`config.mk`:
```
export PLATFORM = sky130hd
export DESIGN_NAME = pwm_multi
export DESIGN_NICKNAME = d
export VERILOG_FILES = /design/src/rtl/pwm_multi.sv
export SDC_FILE = /design/constraint.sdc
export NUM_CORES = 1
export LEC_CHECK = 0
export ABC_CLOCK_PERIOD_IN_PS = 2700
export CAP_MARGIN = 15
export CORE_ASPECT_RATIO = 0.5
export CORE_MARGIN = 2
export CORE_UTILIZATION = 51
export DETAILED_ROUTE_END_ITERATION = 10
export PLACE_DENSITY_LB_ADDON = 0.25
export SLEW_MARGIN = 30
export SYNTH_ARGS = -nofsm -noshare
export SYNTH_HDL_FRONTEND = slang
export SYNTH_SLANG_ARGS = --single-unit
```
`constraint.sdc`:
```
create_clock -name clk -period 2.7 [get_ports clk]
set_clock_uncertainty 0.15 [all_clocks]
set_input_delay 0.81 -clock clk [delete_from_list [all_inputs] [get_ports clk]]
set_output_delay 0.81 -clock clk [all_outputs]
set_load 0.02 [all_outputs]
```
`src/rtl/pwm_multi.sv`:
```
// N-channel PWM sharing one programmable-period counter, edge- or center-aligned.
// Period, duty and alignment are double-buffered and commit only at a period boundary.
module pwm_multi #(
    parameter int R = 8,
    parameter int N = 4
) (
    input  logic           clk,
    input  logic           reset_n,
    input  logic           en,
    input  logic           load,
    input  logic [R-1:0]   period,
    input  logic [N*R-1:0] duty,
    input  logic           center,
    output logic [N-1:0]   pwm_out,
    output logic           period_tick,
    output logic           pending
);

    localparam logic [R-1:0] ONE = R'(1);

    logic [R-1:0]   cnt_reg, cnt_next;
    logic           dir_reg, dir_next;      // 0 = counting up, 1 = counting down
    logic [R-1:0]   stg_period_reg;
    logic [N*R-1:0] stg_duty_reg;
    logic           stg_center_reg;
    logic [R-1:0]   act_period_reg;
    logic [N*R-1:0] act_duty_reg;
    logic           act_center_reg;
    logic           pending_reg;
    logic [N-1:0]   pwm_reg, pwm_next;
    logic           tick_reg, tick_next;

    logic running;
    logic last_cycle;
    logic boundary;
    logic commit;

    assign running    = en && (act_period_reg != '0);
    assign last_cycle = act_center_reg ? ((cnt_reg == '0) && dir_reg)
                                       : (cnt_reg == act_period_reg - ONE);
    assign boundary   = running && last_cycle;
    // A stalled or zero-period counter has no boundary to wait for, so staged values apply at once.
    assign commit     = pending_reg && (!en || (act_period_reg == '0) || boundary);

    always_comb begin
        cnt_next = cnt_reg;
        dir_next = dir_reg;
        if (commit || !running) begin
            cnt_next = '0;
            dir_next = 1'b0;
        end else if (!act_center_reg) begin
            cnt_next = (cnt_reg == act_period_reg - ONE) ? '0 : cnt_reg + ONE;
        end else if (!dir_reg) begin
            // Turnaround cycles hold the count so each extreme is seen twice.
            if (cnt_reg == act_period_reg - ONE) dir_next = 1'b1;
            else                                 cnt_next = cnt_reg + ONE;
        end else begin
            if (cnt_reg == '0) dir_next = 1'b0;
            else               cnt_next = cnt_reg - ONE;
        end
    end

    generate
        for (genvar gi = 0; gi < N; gi++) begin : g_cmp
            assign pwm_next[gi] = running && (cnt_reg < act_duty_reg[gi*R +: R]);
        end
    endgenerate

    assign tick_next = running && (cnt_reg == '0) && !dir_reg;

    always_ff @(posedge clk or negedge reset_n) begin
        if (!reset_n) begin
            cnt_reg        <= '0;
            dir_reg        <= 1'b0;
            stg_period_reg <= '0;
            stg_duty_reg   <= '0;
            stg_center_reg <= 1'b0;
            act_period_reg <= '0;
            act_duty_reg   <= '0;
            act_center_reg <= 1'b0;
            pending_reg    <= 1'b0;
            pwm_reg        <= '0;
            tick_reg       <= 1'b0;
        end else begin
            cnt_reg  <= cnt_next;
            dir_reg  <= dir_next;
            pwm_reg  <= pwm_next;
            tick_reg <= tick_next;
            // Commit reads the old staging contents even when a load lands on the same edge.
            if (commit) begin
                act_period_reg <= stg_period_reg;
                act_duty_reg   <= stg_duty_reg;
                act_center_reg <= stg_center_reg;
            end
            if (load) begin
                stg_period_reg <= period;
                stg_duty_reg   <= duty;
                stg_center_reg <= center;
            end
            pending_reg <= load || (pending_reg && !commit);
        end
    end

    assign pwm_out     = pwm_reg;
    assign period_tick = tick_reg;
    assign pending     = pending_reg;

endmodule

```
**After elaboration in Yosys (flattened, before gate mapping)**

Cells that the tools add are included.

- Logic and storage cells: 57
- Memory bits (read-only): 0
- Memories: 0
- Latch bits: 0
- Bits in writable memories: 0
- Input port bits: 45
- Register bits: 97

- Eq/ne operators: 3
- Order comparisons: 4
- Muxes and demuxes: 12
- Add/subtract/negate cells: 3
- Bitwise gates (word level): 0
- Multipliers: 0
- Reductions and logical operators: 24
- Shift-type cells: 0
- Div/mod/pow operators: 0

Operator list:

| kind | count |
|---|---|
| 8-bit two-way mux | 6 |
| 8-bit less-than comparator | 4 |
| 8-bit logical NOT | 2 |
| 8-bit by 1-bit subtractor with 8-bit output, second input constant | 2 |
| 1-bit logical AND | 11 |
| 8-bit by 1-bit adder with 8-bit output, second input constant | 1 |
| 8-bit equality test | 1 |
| 4-bit != test, second input constant | 2 |
| 8-bit nonzero test | 1 |
| 1-bit two-way mux | 6 |
| 1-bit logical NOT | 4 |
| 1-bit logical OR | 4 |
| 2-bit AND reduction | 1 |
| 2-bit nonzero test | 1 |

**Logic depth before layout (Yosys ltp)**

- Depth after elaboration: 9
- Gate-level depth with buffers: 10

**Worst setup path after synthesis**

OpenSTA, ideal clock, no wires.

- Path type: reg2reg
- Start: reg cnt_reg[5]
- End: reg cnt_reg[5]
- Setup slack: 0.102 ns
- Data arrival time: 2.324 ns
- Buffers on the path: 1
- Stages on the path, launching flop included: 9
- Setup time: 0.124 ns
- Path through: dfrtp_1 clkbuf_1 or2_2 a221o_1 o311a_1 a2111oi_4 a211oi_2 and3_1 a211o_1

- Cells in the longest elaborated chain, start to end: 9
- Elaborated cells between the ends (all ways): 19

RTL lines:

| item | line | text |
|---|---|---|
| start, declared | 21 | `logic [R-1:0] cnt_reg, cnt_next;` |
| start signal, assigned | 85 | `cnt_reg <= cnt_next;` |
| branches (longest 9 deep; another with 8-bit by 1-bit adder with 8-bit output) | - |  |

Several ways; the timed one is not identified. The select of a mux whose other input is x is not followed.
A chain may end at the register's enable or synchronous reset.

**Worst setup path after layout**

- Start: reg act_period_reg[2]
- End: reg cnt_reg[2]

- Cells in the longest elaborated chain, start to end: 9
- Elaborated cells between the ends (all ways): 18

RTL lines:

| item | line | text |
|---|---|---|
| start, declared | 26 | `logic [R-1:0] act_period_reg;` |
| start signal, assigned | 91 | `act_period_reg <= stg_period_reg;` |
| 8-bit by 1-bit subtractor with 8-bit output | 40, 52, 55 |  |
| 8-bit equality test | 40, 52, 55 |  |
| 1-bit two-way mux | 39 | `assign last_cycle = act_center_reg ? ((cnt_reg == '0) && dir_reg)` |
| 1-bit logical AND | 41 | `assign boundary = running && last_cycle;` |
| 1-bit logical OR | 43 | `assign commit = pending_reg && (!en \|\| (act_period_reg == '0) \|\| boundary);` |
| 1-bit logical AND | 43 |  |
| 1-bit logical OR | 48 | `if (commit \|\| !running) begin` |
| 4-bit != test (no line) | - |  |
| 2-bit AND reduction (no line) | - |  |

Several ways; a longest one is shown, not always the timed one.

==> metrics.csv <==
stage;metric;value;unit
run_status;status;completed;
sta;total negative setup slack;0;ps
sta;RSZ-0062 raised after global routing;false;
finish;FF+latch area;0.00243;mm²
clock_network;clk root buf;clkbuf_16;
floorplanning;Die X;143;µm
critical_path;critical path's top delay family;compound AO/OA/AOI/OAI gates;
synthesis;Seq/Total Area, Yosys;0.490;
critical_path;Buf/Inv on CP;1;
min_path;hold crit path type;in -> async;
detailed_routing;DR vias/cell;5.32;
sta;FMAX;385;MHz
finish;area taken by multi-input logic gates;0.00233;mm²
flow_run;Max Cap Viol;0;
sta;Final setup violation count;0;
global_route;first-pass GRT wire length;16300;µm
detailed_routing;Iter 0 DRT Violations;141;
power;LEAKAGE;0.00286;µW
critical_path;R2R Path Start;act_period_reg[2];
power;total power;4050;µW
critical_path;Arr. time, crit path;2670;ps
sta;Slew @ Worst Pin;633;ps
finish;most frequent cells in the layout;96 x dfrtp_1, 82 x mux2_2, 48 x clkdlybuf4s50_1;
clock_network;Num CTS Buffers;9;
placed_design;dpl cells;599;
critical_path;Crit Path Class;reg -> reg;
sta;max-slew violations;0;
clock_network;worst skew pair latency;340;ps
detailed_routing;Residual DRC;0;
power;Worst VDD drop;332;µV
critical_path;CP endpoint kind;flip-flop;
critical_path;CP Launch Type;flip-flop;
critical_path;critical path fanouts, max;5;
finish;layout cells sized above 1;0.298;
synthesis;synth top area cells;dfrtp_1 49%, mux2_2 19%, ha_1 8.3%, inv_1 2.8%, a21o_1 1.8%;
finish;ANT cells;0;
placed_design;Port Buffer Count;50;
synthesis;Top FF cell, synth;dfrtp_1;
floorplanning;Die Y-Extent;73.7;µm
critical_path;CP Cell Sequence;nand2b_1 -> o211a_1 -> o31a_1 -> or3_4 -> o31ai_2 -> buf_4 -> nor3_1 -> a211o_1;
synthesis;synthesized area per cell;12.2;µm²
clock_network;Worst-path clk slew;60;ps
placed_design;dpl hpwl;6670;µm
power;Power Dens Cells;662;mW/mm²
global_route;antenna violations before repair;0;
finish;Finished Layout Cells;619;
synthesis;proportion of netlist area held by the largest area contributor;0.490;
synthesis;flops & latches, synth;97;
critical_path;Required @ worst endpoint;2780;ps
floorplanning;Die ar.;0.0106;mm²
sta;Final Hold Slack;310;ps
clock_network;TritonCTS clock tree;yes;
sta;fin crit period;2590;ps
detailed_routing;Avg WL per Cell;15.1;µm
finish;nets;557;
synthesis;Syn Inst Count;405;
finish;Syn-to-layout area delta;23.6;%
placed_design;DP Worst Slack;-13.7;ps
synthesis;syn nets;483;
floorplanning;placeable core area;0.00945;mm²
critical_path;slowest stage delay, CP;440;ps
synthesis;EDFF count, synth;0;
sta;Tcrit/Tclk final;0.961;
synthesis;count of cell types in the netlist;48;
global_route;GRT Residual Overflow;0;
critical_path;slowest stage cell, crit path;dfrtp_2;
sta;PnR worst setup slack;106;ps
synthesis;cell taking the most area after synthesis;dfrtp_1;
finish;most common cell after layout, fill and taps aside;dfrtp_1;
sta;max_slew headroom;0.574;
critical_path;Setup crit start;act_period_reg[2];
synthesis;Synth Cell Area;0.00495;mm²
detailed_routing;DRT Pass-1 Iters;4;
clock_network;H-tree Lvls;3;
detailed_routing;post-route ant nets;0;
global_route;vias in the first global route;3363;
floorplanning;Initial Utilization;0.524;
detailed_routing;WL final;9350;µm
synthesis;Synthesis Warnings;0;
synthesis;Synth async-reset ratio;1.00;
clock_network;CTS sink cnt;97;
detailed_routing;routed vias;3292;
clock_network;clock buffer depth;2;
global_route;gr usage total;0.201;
placed_design;RePlAce Congestion;0.878;
clock_network;hold_buf cts;0;
global_route;pin count of the biggest net entering global routing;45;
finish;fillcell total;745;
floorplanning;number of I/O pins;51;
floorplanning;row count;25;
sta;final hold violations;0;
## cells by family (layout without fill, tap and decap cells)
logic type | count (synthesis) | count (layout) | share of synthesized area
flops | 97 | 97 | 0.490
mux | 84 | 84 | 0.191
simple gates | 78 | 78 | 0.0920
compound gates | 52 | 52 | 0.0826
buf+inv | 52 | 131 | 0.0455
fa+ha+maj | 33 | 33 | 0.0834
xor+xnor | 9 | 9 | 0.0159
## metrics by stage
stage / cell area [µm²] / util
final: 6120 / 0.648
after global routing: 6120 / 0.648
after CTS: 6070 / 0.642
after detailed placement: 5760 / 0.610
after global placement: 5760 / 0.610
after floorplan: 4950 / -
## path summary, 6_finish.rpt
path	endpoint	slack (ps)	depth (start not counted)
setup / recovery	cnt_reg[2]	110	8
hold / removal	stg_duty_reg[26]	310	1
setup reg to reg	cnt_reg[2]	110	8
hold reg to reg	period_tick	350	1
max in group asynchronous	act_period_reg[2]	1450	2
min in group clk	period_tick	350	1
## power breakdown
group,switching (µW),internal (µW)
Clock,531,774
Combinational,404,520
Sequential,144,1680
## per-layer routing
| metal | global-route usage | vias to the layer above | share of wire | wire (µm) |
|---|---|---|---|---|
| li1 | - | 1588 | - | - |
| met5 | 0 | - | 0 | 0 |
| met3 | 0.0482 | 11 | 0.048 | 447 |
| met4 | 0.0686 | 0 | 0.014 | 127 |
| met2 | 0.323 | 54 | 0.47 | 4360 |
| met1 | 0.273 | 1639 | 0.47 | 4420 |
## cell type report
class	count	area share
Sequential cell	97	0.397
Multi-Input combinational cell	256	0.380
Timing Repair Buffer	78	0.123
Clock buffer	13	0.0425
Tap cell	135	0.0276
Inverter	37	0.0227
Clock inverter	3	0.00776
## synth_stat cells, types with 2 or more instances
cell type	count
a21oi_1	7
nand3_1	5
nand4_1	3
inv_1	37
nand2_1	12
nor2_1	8
xnor2_1	5
clkbuf_1	11
mux2i_1	2
mux2_2	82
o21ai_0	9
nor2b_1	6
dfrtp_1	97
a21o_1	12
or2_2	7
nor3_1	8
nor4b_1	2
nor4_1	7
and3_1	4
a211o_1	5
xor2_1	4
nand2b_1	6
and2_1	3
ha_1	33
buf_6	4
a211oi_1	4
## what timing repair did
item                       in CTS  in global routing
setup endpoints to repair       0                 47
buffers inserted                0                  4
gates resized for setup         0                  6
hold endpoints to repair        0                  0
No activity file was read; power rests on OpenSTA's default activity.
